[config.mk]
export PLATFORM = sky130hd
export DESIGN_NAME = blackbox_sweeper
export DESIGN_NICKNAME = d
export VERILOG_FILES = /design/src/rtl/blackbox_sweeper.sv
export SDC_FILE = /design/constraint.sdc
export NUM_CORES = 1
export LEC_CHECK = 0
export CAP_MARGIN = 30
export CORE_AREA = 10 10 71 73
export CTS_CLUSTER_SIZE = 30
export DETAILED_ROUTE_END_ITERATION = 8
export DIE_AREA = 0 0 81 83
export GPL_ROUTABILITY_DRIVEN = 0
export HOLD_SLACK_MARGIN = 0.03
export PLACE_DENSITY = 0.77
export SYNTH_ARGS = -nofsm -noshare
export SYNTH_HDL_FRONTEND = slang
export SYNTH_SLANG_ARGS = --single-unit
[constraint.sdc]
create_clock -name clk -period 2.7 [get_ports clk]
set_clock_uncertainty 0.2 [all_clocks]
set_input_delay 0.54 -clock clk [delete_from_list [all_inputs] [get_ports clk]]
set_output_delay 0.54 -clock clk [all_outputs]
set_load 0.05 [all_outputs]
[src/rtl/blackbox_sweeper.sv]
// Drives the eight {f,x,e} combinations into a combinational blackbox, holds each
// for HOLD_CYCLES cycles, captures n into a truth table and compares it to a reference.
module blackbox_sweeper #(
    parameter int HOLD_CYCLES = 2,
    parameter int ORDER       = 1
) (
    input  logic       clk,
    input  logic       reset,
    input  logic       start,
    input  logic       n,
    output logic       f,
    output logic       x,
    output logic       e,
    input  logic [7:0] expected,
    output logic       busy,
    output logic       done,
    output logic [7:0] truth_table,
    output logic       match
);

    typedef enum logic [1:0] {IDLE, DRIVE, DONE} state_t;

    localparam logic [7:0] HOLD_LAST = 8'(HOLD_CYCLES - 1);

    state_t     state_q, state_d;
    logic [2:0] idx_q, idx_d;
    logic [7:0] cnt_q, cnt_d;
    logic [2:0] fxe_q, fxe_d;
    logic       busy_q, busy_d;
    logic       done_q, done_d;
    logic [7:0] tt_q, tt_d;
    logic       match_q, match_d;
    logic [7:0] exp_q, exp_d;

    // Sweep index to combination code: plain binary or reflected Gray.
    function automatic logic [2:0] code(input logic [2:0] i);
        return (ORDER == 0) ? i : (i ^ {1'b0, i[2:1]});
    endfunction

    always_comb begin
        state_d = state_q;
        idx_d   = idx_q;
        cnt_d   = cnt_q;
        fxe_d   = fxe_q;
        busy_d  = busy_q;
        done_d  = 1'b0;
        tt_d    = tt_q;
        match_d = match_q;
        exp_d   = exp_q;
        unique case (state_q)
            IDLE: begin
                if (start) begin
                    state_d = DRIVE;
                    idx_d   = 3'd0;
                    cnt_d   = 8'd0;
                    fxe_d   = code(3'd0);
                    busy_d  = 1'b1;
                    tt_d    = 8'h00;
                    match_d = 1'b0;
                    exp_d   = expected;
                end
            end
            DRIVE: begin
                if (cnt_q != HOLD_LAST) begin
                    cnt_d = cnt_q + 8'd1;
                end else begin
                    tt_d[code(idx_q)] = n;
                    cnt_d = 8'd0;
                    if (idx_q == 3'd7) begin
                        state_d = DONE;
                        fxe_d   = 3'b000;
                        busy_d  = 1'b0;
                        done_d  = 1'b1;
                        // Compare against the table including the sample taken this edge.
                        match_d = (tt_d == exp_q);
                    end else begin
                        idx_d = idx_q + 3'd1;
                        fxe_d = code(idx_q + 3'd1);
                    end
                end
            end
            DONE: begin
                state_d = IDLE;
            end
            default: begin
                state_d = IDLE;
            end
        endcase
    end

    always_ff @(posedge clk or negedge reset) begin
        if (!reset) begin
            state_q <= IDLE;
            idx_q   <= 3'd0;
            cnt_q   <= 8'd0;
            fxe_q   <= 3'b000;
            busy_q  <= 1'b0;
            done_q  <= 1'b0;
            tt_q    <= 8'h00;
            match_q <= 1'b0;
            exp_q   <= 8'h00;
        end else begin
            state_q <= state_d;
            idx_q   <= idx_d;
            cnt_q   <= cnt_d;
            fxe_q   <= fxe_d;
            busy_q  <= busy_d;
            done_q  <= done_d;
            tt_q    <= tt_d;
            match_q <= match_d;
            exp_q   <= exp_d;
        end
    end

    assign f           = fxe_q[2];
    assign x           = fxe_q[1];
    assign e           = fxe_q[0];
    assign busy        = busy_q;
    assign done        = done_q;
    assign truth_table = tt_q;
    assign match       = match_q;

endmodule

==> out/qor.csv <==
metric;value;unit
vias;1605;
cts-htree-levels;2;
switchingPower;1.23;mW
internal_power;1.62;mW
grt_pass1_vias;1551;
io_buffers;25;
antenna_found_initial;0;
cts_tree;yes;
yosysTopAreaCell;dfrtp_1;
grt_pass1_wl;7090;µm
core_area;3630;µm²
power.static_leakage;1.05;nW
cts_resized;0;
routedWlPerCell;14.7;µm
yosysUniqueCellTypes;44;
timing_worst_setup_path_type;register to register;
grt_setup_unrepaired;false;
min_period;2.44;ns
synthMuxAreaShare;4.39;%
synth-simple-area-share;23.2;%
power_frac_comb;52.0;%
clockBufferDepth;2;
clock-sinks;35;
drtIter0Drc;62;
hp-start;cnt_q[7];
netSwitchingFraction;43.3;%
drt_wl_total;4260;µm
fin_tns_setup;0;ns
max_stage_delay;0.54;ns
start_kind;register;
maxSlewViolCount;0;
worstPathCellList;inv_1 -> ha_1 -> or4b_1 -> or3_4 -> nand2_4 -> o21ai_2 -> mux2_4;
cts_buffers;5;
hold_class;register to register;
synth_top_family_by_area;simple AND/OR/NAND/NOR gates;
setup_viol;0;
grt_max_degree;36;
yosysWarnings;0;
max_freq;410;MHz
yosys.area.top_type_share;45.2;%
critPathSlowestCell;or4b_1;
nets;257;
synth_nets;226;
area_delta_synth_final;23.0;%
rows;22;
syn_inst;210;
yosysSeqAreaShare;45.2;%
start_util;53.3;%
cp.arrival;2.42;ns
crit_required;2.68;ns
crit_path_end_kind;register;
async_flop_share;100;%
hpwl;3150;µm
hold_viol_final;0;
die_area;6720;µm²
slew_headroom;65.8;%
syn_avg_cell_area;9.23;µm²
post_cts_buffers;0;
ys.flop_type;dfrtp_1;
synth.area.top_cells;dfrtp_1 45%, nand2_1 7.6%, o21ai_0 5.2%;
synth_xor_area_share;4.07;%
dr.pass1.iters;4;
netlist_area;1940;µm²
cts_hold_buf;0;
period_share;90.3;%
clock_latency;0.29;ns
grt_overflow;0;
final_antenna_net_count;0;
ys_ff_latch;35;
power.density;1190;nW/µm²
synth_fa_ha_area_share;2.58;%
cp_max_fo;14;
final_cell_mix;39 x nand2_1, 35 x dfrtp_1, 25 x clkdlybuf4s50_1;
vias_per_cell;5.53;
die_w;81;µm
clk_pin_slew;0.07;ns
synth_compound_area_share;17.3;%
status;complete, no violations;
holdWs;0.293;ns
synth-edff-count;0;
critPathLaunch;cnt_q[1];
io_pins;26;
grt_use_total;13.1;%
diodes;0;
clockRootBuffer;clkbuf_8;
p_clk_share;17.1;%
r2r-start;cnt_q[1];
p_seq_share;30.9;%
tightest_slew;0.510;ns
ir_drop;0.000460;V
cap_violations;0;
drc;0;
layout-drive-gt1-share;9.92;%
final_common_cell;nand2_1;
chipHeight;83;µm
## metrics by stage
| step | power [mW] | util (%) | area [µm²] | worst slack (ns) | cells |
|---|---|---|---|---|---|
| after floorplan | 1.97 | - | 1940 | 0.429 | 210 |
| after global placement | 2.33 | 62.4 | 2270 | 0.288 | 282 |
| after detailed placement | 2.37 | 62.4 | 2270 | 0.213 | 282 |
| after CTS | 2.86 | 65.6 | 2380 | 0.252 | 290 |
| after global routing | 3.05 | 65.6 | 2380 | 0.119 | 290 |
| final | 2.85 | 65.6 | 2380 | 0.262 | 290 |
## power by group through the flow
stage | combinational, mW | sequential (mW) | clock (mW)
CTS | 1.49 | 0.880 | 0.496
finish | 1.48 | 0.879 | 0.488
global route | 1.62 | 0.906 | 0.520
floorplan | 0.934 | 1.04 | 0
global placement | 1.45 | 0.877 | 0
detailed placement | 1.48 | 0.890 | 0
## worst paths after layout
path	endpoint	slack, ns	cells after the start
setup / recovery	idx_q[0]	0.26	7
hold / removal	cnt_q[7]	0.29	1
setup reg to reg	idx_q[0]	0.26	7
hold reg to reg	cnt_q[7]	0.29	1
max in group asynchronous	cnt_q[7]	1.52	2
min in group asynchronous	done	0.46	2
## registers in the layout, indices dropped and copies added (netlist names)
register     flops
cnt_q            8
exp_q            8
truth_table      8
fxe_q            3
idx_q            3
state_q          2
busy             1
done             1
match            1
## logic make-up (layout without fill, tap and decap cells)
kind of cell | after synthesis | count (layout)
buf+inv | 14 | 46
simple gates | 88 | 88
fa+ha+maj | 4 | 4
flops | 35 | 35
xor+xnor | 9 | 9
compound gates | 52 | 52
mux | 8 | 8
## metal layers
metal	global-route usage, %	share of wire, %
met3	2.37	4.0
met5	0	0
met4	7.51	2.0
met2	20.5	46
met1	16.1	48
## cells in the mapped netlist, types with 2 or more instances
cell type,number
a21oi_1,6
a22o_1,2
a31oi_1,2
a32o_1,5
and2_1,2
and3_1,2
and3b_1,2
buf_2,3
clkbuf_1,6
dfrtp_1,35
ha_1,4
inv_1,4
mux2i_1,7
nand2_1,39
nand2b_1,2
nand3_1,7
nand3b_1,2
nor2_1,11
nor2b_1,3
nor3_1,5
nor3b_1,4
o21ai_0,20
o21ai_1,4
o21ai_2,3
o31ai_1,3
o41ai_1,2
xnor2_1,3
xor2_1,6
## final cells by class
class	instances	area [µm²]
tap	48	60.1
multi-input combinational	161	998
inverter	4	15.0
sequential	35	876
timing repair buffer	34	318
clock inverter	2	35.0
clock buffer	6	82.6
fill	298	1250
## critical path, delay by kind of cell (launching register included)
kind	cells	cell delay (ns)
adder cells (fa/ha/maj)	1	0.14
flip-flops	1	0.41
AND/OR/NAND/NOR	3	1.18
multiplexers	1	0.26
buffers and inverters	1	0.07
AO/OA/AOI/OAI	1	0.08
No activity file was read; power rests on OpenSTA's default activity.
